## src/rtl/fir_pkg.sv

```systemverilog
// ---------------------------------------------------------------------------
// fir_pkg
//   Constants, types and helper functions shared by the 8-tap FIR controller
//   (fir_ctrl) and its multiply-accumulate datapath (fir_mac).
//
//   TAPS        number of filter taps (depth of the sample shift line)
//   ADDR_W      width of the sample-RAM and coefficient addresses
//   fir_state_e controller FSM states
//   acc_width() accumulator width derived from the sample/coefficient width
// ---------------------------------------------------------------------------
package fir_pkg;

   localparam int TAPS   = 8;
   localparam int ADDR_W = 3;

   typedef enum logic [2:0] {
      S_IDLE  = 3'd0,
      S_WRITE = 3'd1,
      S_READ  = 3'd2,
      S_LAST  = 3'd3,
      S_OUT   = 3'd4
   } fir_state_e;

   // Eight full-scale products need log2(8) = 3 guard bits on top of the
   // 2*DATA_WIDTH product width, so the sum can never wrap.
   function automatic int acc_width(input int data_w);
      return 2 * data_w + 3;
   endfunction

endpackage

```

## src/rtl/fir_mac.sv

```systemverilog
// ---------------------------------------------------------------------------
// fir_mac
//   Signed multiply-accumulate for the FIR controller. Each enabled cycle adds
//   signed(a) * signed(b), sign-extended to ACC_WIDTH, into the accumulator.
//   clear has priority over enable and zeroes the accumulator.
//
//   Ports
//     clk      rising-edge clock
//     rst_n    asynchronous active-low reset (accumulator -> 0)
//     clear    zero the accumulator on the next edge
//     enable   add a*b on the next edge
//     a, b     signed DATA_WIDTH operands (sample, coefficient)
//     acc      accumulator value, ACC_WIDTH bits two's complement
// ---------------------------------------------------------------------------
module fir_mac
   import fir_pkg::*;
#(
   parameter int DATA_WIDTH = 8,
   parameter int ACC_WIDTH  = acc_width(DATA_WIDTH)
) (
   input  logic                  clk,
   input  logic                  rst_n,
   input  logic                  clear,
   input  logic                  enable,
   input  logic [DATA_WIDTH-1:0] a,
   input  logic [DATA_WIDTH-1:0] b,
   output logic [ACC_WIDTH-1:0]  acc
);

   localparam int PROD_W = 2 * DATA_WIDTH;

   // Sign-extend an operand to the full product width so the multiply is
   // carried out at PROD_W bits without relying on context sizing.
   function automatic logic signed [PROD_W-1:0] sext_operand(
      input logic [DATA_WIDTH-1:0] v
   );
      return signed'({{DATA_WIDTH{v[DATA_WIDTH-1]}}, v});
   endfunction

   // Sign-extend a product to the accumulator width.
   function automatic logic signed [ACC_WIDTH-1:0] sext_product(
      input logic signed [PROD_W-1:0] p
   );
      return signed'({{(ACC_WIDTH-PROD_W){p[PROD_W-1]}}, p});
   endfunction

   logic signed [PROD_W-1:0]    a_ext;
   logic signed [PROD_W-1:0]    b_ext;
   logic signed [PROD_W-1:0]    prod;
   logic signed [ACC_WIDTH-1:0] prod_ext;
   logic signed [ACC_WIDTH-1:0] acc_d;
   logic signed [ACC_WIDTH-1:0] acc_q;

   assign a_ext    = sext_operand(a);
   assign b_ext    = sext_operand(b);
   assign prod     = a_ext * b_ext;
   assign prod_ext = sext_product(prod);

   always_comb begin
      acc_d = acc_q;
      if (clear) begin
         acc_d = '0;
      end else if (enable) begin
         acc_d = acc_q + prod_ext;
      end
   end

   always_ff @(posedge clk or negedge rst_n) begin
      if (!rst_n) begin
         acc_q <= '0;
      end else begin
         acc_q <= acc_d;
      end
   end

   assign acc = acc_q;

endmodule

```

## src/rtl/fir_ctrl.sv

```systemverilog
// ---------------------------------------------------------------------------
// fir_ctrl
//   Sequencer for an 8-tap FIR filter built around an external sample RAM
//   (an 8-deep shift line) and an external registered coefficient ROM.
//   One sample in -> one filtered result out:
//     IDLE  : accept a sample
//     WRITE : push the sample into the shift line, clear the accumulator
//     READ  : sweep taps 0..7 on ram_addr / coef_addr
//     LAST  : fold in the final product
//     OUT   : present the result until out_ready
//   Result appears 11 cycles after the input handshake.
//
//   Ports
//     clk, rst_n            clock, asynchronous active-low reset
//     in_valid/in_ready     sample handshake, in_data signed sample
//     ram_en, ram_we        sample-RAM enable / write strobe
//     ram_addr, ram_di      sample-RAM read address / write data
//     ram_dio               sample-RAM registered read data
//     coef_addr, coef_data  coefficient address / data (one cycle later)
//     out_valid/out_ready   result handshake, out_data signed result
// ---------------------------------------------------------------------------
module fir_ctrl
   import fir_pkg::*;
#(
   parameter int DATA_WIDTH = 8,
   parameter int ACC_WIDTH  = acc_width(DATA_WIDTH)
) (
   input  logic                  clk,
   input  logic                  rst_n,
   input  logic                  in_valid,
   output logic                  in_ready,
   input  logic [DATA_WIDTH-1:0] in_data,
   output logic                  ram_en,
   output logic                  ram_we,
   output logic [ADDR_W-1:0]     ram_addr,
   output logic [DATA_WIDTH-1:0] ram_di,
   input  logic [DATA_WIDTH-1:0] ram_dio,
   output logic [ADDR_W-1:0]     coef_addr,
   input  logic [DATA_WIDTH-1:0] coef_data,
   output logic                  out_valid,
   input  logic                  out_ready,
   output logic [ACC_WIDTH-1:0]  out_data
);

   localparam logic [ADDR_W-1:0] LAST_TAP = ADDR_W'(TAPS - 1);

   fir_state_e             state_d,  state_q;
   logic [ADDR_W-1:0]      index_d,  index_q;
   logic [DATA_WIDTH-1:0]  sample_d, sample_q;
   logic                   mac_clear;
   logic                   mac_en;
   logic [ACC_WIDTH-1:0]   acc;

   // in_ready is gated by rst_n so it reads 0 while reset is held, yet is
   // already 1 at the first edge after release (state is IDLE out of reset).
   assign in_ready = rst_n && (state_q == S_IDLE);

   always_comb begin
      state_d   = state_q;
      index_d   = index_q;
      sample_d  = sample_q;
      mac_clear = 1'b0;
      mac_en    = 1'b0;
      case (state_q)
         S_IDLE: begin
            if (in_valid && in_ready) begin
               sample_d = in_data;
               state_d  = S_WRITE;
            end
         end
         S_WRITE: begin
            index_d   = '0;
            mac_clear = 1'b1;
            state_d   = S_READ;
         end
         S_READ: begin
            index_d = index_q + ADDR_W'(1);
            // RAM and ROM data lag the address by one cycle, so the product
            // for tap k is available while tap k+1 is being addressed.
            mac_en  = (index_q != '0);
            if (index_q == LAST_TAP) begin
               state_d = S_LAST;
            end
         end
         S_LAST: begin
            mac_en  = 1'b1;
            state_d = S_OUT;
         end
         S_OUT: begin
            if (out_ready) begin
               state_d = S_IDLE;
            end
         end
         default: begin
            state_d = S_IDLE;
         end
      endcase
   end

   always_ff @(posedge clk or negedge rst_n) begin
      if (!rst_n) begin
         state_q  <= S_IDLE;
         index_q  <= '0;
         sample_q <= '0;
      end else begin
         state_q  <= state_d;
         index_q  <= index_d;
         sample_q <= sample_d;
      end
   end

   fir_mac #(
      .DATA_WIDTH (DATA_WIDTH),
      .ACC_WIDTH  (ACC_WIDTH)
   ) u_mac (
      .clk    (clk),
      .rst_n  (rst_n),
      .clear  (mac_clear),
      .enable (mac_en),
      .a      (ram_dio),
      .b      (coef_data),
      .acc    (acc)
   );

   // The RAM is touched only in WRITE and READ; every other state (and reset)
   // leaves it idle, so an abort never produces a stray write.
   assign ram_en    = (state_q == S_WRITE) || (state_q == S_READ);
   assign ram_we    = (state_q == S_WRITE);
   assign ram_addr  = index_q;
   assign coef_addr = index_q;
   assign ram_di    = sample_q;
   assign out_valid = (state_q == S_OUT);
   assign out_data  = acc;

endmodule

```

## config.mk

```make
export PLATFORM = sky130hd
export DESIGN_NAME = fir_ctrl
export DESIGN_NICKNAME = d
export VERILOG_FILES = /design/src/rtl/fir_pkg.sv /design/src/rtl/fir_mac.sv /design/src/rtl/fir_ctrl.sv
export SDC_FILE = /design/constraint.sdc
export NUM_CORES = 1
export LEC_CHECK = 0
export BUFFER_PORTS_ARGS = -buffer_cell sky130_fd_sc_hd__clkbuf_2
export CORE_UTILIZATION = 60
export CTS_BUF_LIST = sky130_fd_sc_hd__clkbuf_8
export DETAILED_ROUTE_END_ITERATION = 6
export GPL_TIMING_DRIVEN = 0
export PLACE_DENSITY = 0.8
export SETUP_SLACK_MARGIN = 0.2
export SLEW_MARGIN = 20
export SYNTH_ARGS = -nofsm -noshare
export SYNTH_HDL_FRONTEND = slang
export SYNTH_HIERARCHICAL = 1
export SYNTH_SLANG_ARGS = --single-unit
```

## constraint.sdc

```tcl
create_clock -name clk -period 9.2 [get_ports clk]
set_clock_uncertainty 0.15 [all_clocks]
set_input_delay 0.92 -clock clk [delete_from_list [all_inputs] [get_ports clk]]
set_output_delay 0.92 -clock clk [all_outputs]
set_load 0.005 [all_outputs]
```

==> results of run 1 <==
==> flip-flops by register name, indices dropped and copies added (netlist names) <==
name	cells
u_mac/acc	19
state_q	3
ram_di	8
coef_addr	3
==> worst paths after layout <==
path	to	slack [ns]	start	cells after the start
worst max-delay path	u_mac/acc[17]	3.19	coef_data[0]	16
worst min-delay path	ram_di[1]	0.35	ram_di[1]	1
worst max register to register	u_mac/acc[12]	4.26	u_mac/acc[4]	17
worst min register to register	ram_di[1]	0.35	ram_di[1]	1
max in group asynchronous	u_mac/acc[3]	7.77	rst_n	1
min in group asynchronous	u_mac/acc[17]	0.59	rst_n	1
==> synthesized netlist by cell type, types with 5 or more instances <==
library cell   n  share of area [%]
a211oi_1       5               0.76
a21o_1         8                1.2
a21oi_1       10                1.0
a22o_1         6                1.1
and2_1        34                4.3
dfrtp_1       33                 17
fa_1          84                 34
ha_1          47                 12
inv_1         98                7.5
mux2_2         9                2.1
mux2i_1       14                2.8
nand2_1       27                2.1
nor2_1        28                2.1
o21a_1         5               0.76
o21ai_0       11                1.1
xnor2_1       16                2.8
==> kinds of logic after synthesis <==
kind of cell               share of synthesized area [%]
DFF                                                 16.8
adders and majority gates                           46.1
AOI/OAI and AO/OA                                   8.87
xor gates and xnor gates                            3.38
and+or+nand+nor                                     11.3
muxes                                               4.90
buffers and inverters                               8.76
==> cell usage in the layout (no fill, tap or decap), types with 2 or more instances in the layout <==
master    netlist  layout
inv_1          98      99
fa_1           84      84
clkbuf_2        0      63
ha_1           47      47
and2_1         34      34
dfrtp_1        33      33
nor2_1         28      28
nand2_1        27      27
xnor2_1        16      16
mux2i_1        14      14
o21ai_0        11      11
a21oi_1        10      10
mux2_2          9       9
a21o_1          8       8
a22o_1          6       6
clkbuf_8        0       6
o21a_1          5       5
a211oi_1        5       5
buf_2           3       3
nor2b_1         3       3
nand2b_1        3       3
o21bai_1        3       3
buf_4           3       3
clkbuf_1        3       3
a211o_1         3       3
xor2_1          3       3
nor3b_1         2       2
nor3_1          2       2
a21o_2          2       2
==> per-stage QoR <==
step	cell area (sq um)	hold WS, ns	util [%]
global placement	5370	0.340	68.4
floorplan	4930	0.354	-
global route	5460	0.369	69.5
detailed placement	5370	0.344	68.4
finish	5460	0.354	69.5
CTS	5460	0.359	69.5
==> area by class of cell <==
class,instances,area [sq um]
clock buffers,6,82.6
inverters,99,372
well taps,102,128
repair buffers,63,315
fillers,636,2390
multi-input cells,339,3670
plain buffers,10,60.1
flip-flops and latches,33,826
clock inverters,1,3.75
==> per-layer routing <==
layer	routed length, um	part of all wire (%)	track usage (%)	vias up
met4	63	0.66	4.23	0
li1	-	-	-	1650
met5	0	0	0	-
met3	311	3.2	3.53	9
met2	4990	52	43.5	62
met1	4250	44	34.5	1731
==> flow_summary.json, run 1 <==
{
  "status": "complete, no violations",
  "required_ns": 9.21,
  "pre_cts_slack_ns": 2.92,
  "ys_seq_elements": 33,
  "critPathBufInv": 3,
  "fin_crit_ns": 6.01,
  "critPathTopFamily": "adder cells",
  "numCtsBuffers": 5,
  "die-area_sq_um": 8580,
  "drc_errors": 0,
  "grt_pass1_wl_mm": 16.9,
  "io_pins": 65,
  "period_share_pct": 65.4,
  "drt_iter0_drc": 89,
  "async_flop_share_pct": 100,
  "detail-route-antenna-nets": 0,
  "die_height_um": 92.6,
  "cts_buffer_depth": 2,
  "syn_avg_cell_area_sq_um": 10.2,
  "drv_slew": 0,
  "syn-num-nets": 640,
  "crit_path_max_fanout": 12,
  "initial_core_util_pct": 62.8,
  "grt_pass1_vias": 3657,
  "drv_cap": 0,
  "rows": 32,
  "netlist_instances": 481,
  "cpPeakStageDelay_ns": 0.65,
  "dr_total_vias": 3452,
  "grt.overflow.total": 0,
  "synth_cell_types": 43,
  "grt_max_degree": 36,
  "crit_arrival_ns": 6.03,
  "antenna_found_initial": 0,
  "cts_tree": "built",
  "postRouteWirelength_mm": 9.61,
  "clock_latency_ns": 0.29,
  "cts_max_level": 2,
  "hpwl_mm": 8.34,
  "grt_use_total_pct": 25.2,
  "die_x_um": 92.6,
  "insertedDiodeCount": 0,
  "rsz0062_at_grt": "no",
  "area_delta_synth_final_pct": 10.7,
  "clock-root-buffer": "clkbuf_8",
  "drive_gt1_share_pct": 16.7,
  "yosysWarnings": 6,
  "setup_slack_ns": 3.19,
  "synth_edf_count": 0,
  "cp_cell_sequence": "clkbuf_2 -> and2_1 -> inv_1 -> fa_1 -> inv_1 -> fa_1 -> fa_1 -> fa_1 -> fa_1 -> ha_1 -> o21ai_0 -> o21ai_0 -> a41oi_1 -> o21ai_0 -> xnor2_1 -> o21ai_0",
  "vias_per_cell": 5.29,
  "hold_buffers": 0,
  "place_congestion": 0.846,
  "core_sq_um": 7850,
  "hold_class": "reg -> reg",
  "finalNonFillerCells": 653,
  "post_cts_buffers": 0,
  "drt_pass1_iterations": 4,
  "clock_sinks": 33,
  "cts.clk_slew.worst_paths_ns": 0.06,
  "crit_slowest_cell": "and2_1",
  "dp.cells": 646,
  "critPathKind": "in -> reg",
  "final_nets": 710,
  "ys_seq_area_share_pct": 16.8,
  "syn-cell-area_sq_um": 4930,
  "fin_tns_setup_ns": 0,
  "synth_ff_type": "dfrtp_1",
  "wl_per_cell_um": 14.7,
  "clock.fmax_ghz": 0.166,
  "placement.io_buffers": 63,
  "tightest_slew_ns": 0.866,
  "cts_resized": 0,
  "max_slew_margin_pct": 42.2,
  "critPathMostFrequentCell": "fa_1",
  "end_kind": "register",
  "hold_viol": 0,
  "setup_viol": 0,
  "start_kind": "input port"
}
Power of run 1 is left out: the tool's default activity adds up to more than one toggle a clock period on the data nets, which glitch-free logic cannot reach.
==> run 2: changes to the inputs <==
--- a/config.mk
+++ b/config.mk
@@ -5,12 +5,13 @@
 export SDC_FILE = /design/constraint.sdc
 export NUM_CORES = 1
 export LEC_CHECK = 0
+export ABC_AREA = 1
 export BUFFER_PORTS_ARGS = -buffer_cell sky130_fd_sc_hd__clkbuf_2
-export CORE_UTILIZATION = 60
+export CORE_UTILIZATION = 56
 export CTS_BUF_LIST = sky130_fd_sc_hd__clkbuf_8
 export DETAILED_ROUTE_END_ITERATION = 6
 export GPL_TIMING_DRIVEN = 0
-export PLACE_DENSITY = 0.8
+export PLACE_DENSITY = 0.79
 export SETUP_SLACK_MARGIN = 0.2
 export SLEW_MARGIN = 20
 export SYNTH_ARGS = -nofsm -noshare
==> constraint.sdc (replaced) <==
create_clock -name clk -period 5.2 [get_ports clk]
set_clock_uncertainty 0.15 [all_clocks]
set_input_delay 0.52 -clock clk [delete_from_list [all_inputs] [get_ports clk]]
set_output_delay 0.52 -clock clk [all_outputs]
set_load 0.005 [all_outputs]
==> flow_summary.json, run 2 <==
{
  "hold_buffers": 0,
  "die-area_sq_um": 9600,
  "period_share_pct": 92.2,
  "final_area_sq_um": 5730,
  "syn-num-nets": 797,
  "die_height_um": 98,
  "insertedDiodeCount": 0,
  "clock-root-buffer": "clkbuf_8",
  "status": "complete, but fails checks",
  "critPathBufInv": 3,
  "setup_viol": 0,
  "hold_viol": 0,
  "violations": "design-rule violations",
  "ys_seq_elements": 33,
  "globalRouteMet2Util_pct": 41.8,
  "netlist_instances": 638,
  "yosysWarnings": 6,
  "io_pins": 65,
  "final_nets": 861,
  "synth_edf_count": 0,
  "grt.busiest_layer": "met2",
  "crit_slowest_cell": "fa_1",
  "rsz0062_at_grt": "yes",
  "cts_tree": "built",
  "cpPeakStageDelay_ns": 0.59,
  "gr-usage-met1_pct": 33.1,
  "crit_path_max_fanout": 6,
  "crit_arrival_ns": 4.82,
  "fin_crit_ns": 4.79,
  "tightest_slew_ns": 0.885,
  "hold_class": "in -> async",
  "syn-cell-area_sq_um": 5160,
  "required_ns": 5.23,
  "numCtsBuffers": 5,
  "rows": 34,
  "synth_cell_types": 34,
  "ys_seq_area_share_pct": 16.0,
  "wl_per_cell_um": 13.0,
  "drive_gt1_share_pct": 15.4,
  "clock.fmax_ghz": 0.209,
  "max_slew_margin_pct": 41.0,
  "grt_use_total_pct": 24.0,
  "synthTopCellsByCount": "inv_1 (168), nand2_1 (156), fa_1 (84)",
  "drv_slew": 0,
  "rrSetupSlack_ns": 0.77,
  "placed_cell_area_sq_um": 5540,
  "fill_cells": 797,
  "grt_pass1_vias": 4066,
  "place_congestion": 0.874,
  "yosysTopAreaCellShare_pct": 32.6,
  "async_flop_share_pct": 100,
  "end_kind": "register",
  "core_sq_um": 8810,
  "cp_cell_sequence": "clkbuf_2 -> clkinvlp_4 -> or2_2 -> fa_1 -> fa_1 -> inv_1 -> fa_1 -> fa_1 -> fa_1 -> ha_2 -> nand2_1 -> nor2_1 -> nand2_1 -> nand3_2 -> nand2_2 -> nand2_1 -> nand2_1 -> nand3_1 -> nand2_1",
  "start_kind": "input port",
  "drt_iter0_drc": 211,
  "area_delta_synth_final_pct": 11.0,
  "synth_most_common_cell": "inv_1",
  "clock_latency_ns": 0.29,
  "clock_sinks": 33,
  "cts_buffer_depth": 2,
  "placement.io_buffers": 49,
  "vias_per_cell": 4.98,
  "drt_pass1_iterations": 6,
  "syn_avg_cell_area_sq_um": 8.09,
  "hpwl_mm": 8.93,
  "critPathKind": "in -> reg",
  "layout_commonest_cell": "inv_1",
  "initial_core_util_pct": 58.6,
  "yosys.area.top_type": "fa_1",
  "multi_input_area_sq_um": 3590,
  "cts.clk_slew.worst_paths_ns": 0.07,
  "drv_cap": 0,
  "synth_ff_type": "dfrtp_1",
  "die_x_um": 98,
  "drc_errors": 5,
  "grt.overflow.total": 0,
  "grt_max_degree": 36,
  "antenna_found_initial": 0,
  "cts_max_level": 2,
  "critPathTopFamily": "adder cells",
  "detail-route-antenna-nets": 0,
  "postRouteWirelength_mm": 10.5,
  "dr_total_vias": 4031,
  "seqCellArea_sq_um": 826,
  "use_met3_pct": 2.43,
  "grt_pass1_wl_mm": 18.6,
  "final_cell_mix": "inv_1 (166), nand2_1 (156), fa_1 (84), clkbuf_2 (51), ha_1 (46)",
  "largest_register_ff_count": 19,
  "synthTopCellsByArea": "fa_1 (33%), dfrtp_1 (16%), inv_1 (12%), ha_1 (11%), nand2_1 (11%)"
}
==> run 2: cell types whose count changed in the layout (fill, tap and decap cells not counted), moves of 13 or more <==
cell	change
mux2i_1	-14
and2_1	-34
inv_1	+67
xnor2_1	-13
nand3_1	+21
nand2_1	+129
==> run 2: worst register-to-register path, cell delays in order, from the launching register on <==
cell      delay [ns]
dfrtp_1         0.36
inv_1           0.09
fa_1            0.55
inv_1           0.06
fa_1            0.51
inv_1           0.05
fa_1            0.48
inv_1           0.06
fa_1            0.49
ha_1            0.31
ha_1            0.39
a21oi_2         0.19
nand2_1         0.13
nand2_1         0.11
nand3_2         0.10
nand2_2         0.10
nand3b_1        0.08
nand3_1         0.09
nand2_1         0.05
==> run 2: worst paths after layout <==
| kind | depth (start not counted) | end | from |
|---|---|---|---|
| setup / recovery | 19 | u_mac/acc[13] | coef_data[7] |
| hold / removal | 1 | ram_di[7] | rst_n |
| setup reg to reg | 18 | u_mac/acc[13] | u_mac/acc[6] |
| hold reg to reg | 2 | ram_di[3] | ram_di[3] |
| max in group asynchronous | 1 | u_mac/acc[10] | rst_n |
| min in group clk | 3 | ram_di[4] | in_data[4] |
==> run 2: logic make-up after synthesis <==
| family | Yosys count | share of synthesized area (%) |
|---|---|---|
| simple gates | 231 | 19.1 |
| buf+inv | 193 | 14.6 |
| fa+ha+maj | 131 | 44.0 |
| compound gates | 47 | 5.84 |
| flops | 33 | 16.0 |
| xor+xnor | 3 | 0.509 |
==> run 2: through the flow <==
step / setup TNS (ns) / util, % / hold WS [ns] / setup WS [ns] / instances
2_1_floorplan: 0 / - / 0.0744 / 0.348 / 638
3_3_place_gp: -0.0848 / 62.9 / 0.318 / -0.0643 / 795
3_5_place_dp: -0.370 / 62.9 / 0.325 / -0.143 / 795
4_1_cts: 0 / 64.0 / 0.231 / 0.216 / 802
5_1_grt: 0 / 65.1 / 0.269 / 0.154 / 810
6_report: 0 / 65.1 / 0.192 / 0.408 / 810
==> run 2: repair_timing <==
action / in CTS / in global routing
resized for setup: 1 / 8
endpoints found under the hold margin: 0 / 0
setup buffers: 0 / 8
pin swaps: 0 / 0
endpoints found under the setup margin: 1 / 10
==> run 2: layout make-up <==
cell class                 count  share of cell area (%)
sequential                    33                    14.4
clock inverter                 1                  0.0655
clock buffer                   6                    1.44
timing repair buffer          57                    5.77
tap                          108                    2.36
inverter                     171                    11.4
multi-input combinational    412                    62.6
buffer                        22                    1.97
==> run 2: per-layer routing <==
metal	part of all wire, %	routed length, um
met4	0.67	70
met5	0	0
met2	52	5450
met3	2.9	301
met1	44	4670
Power of run 2 is left out for the same reason.
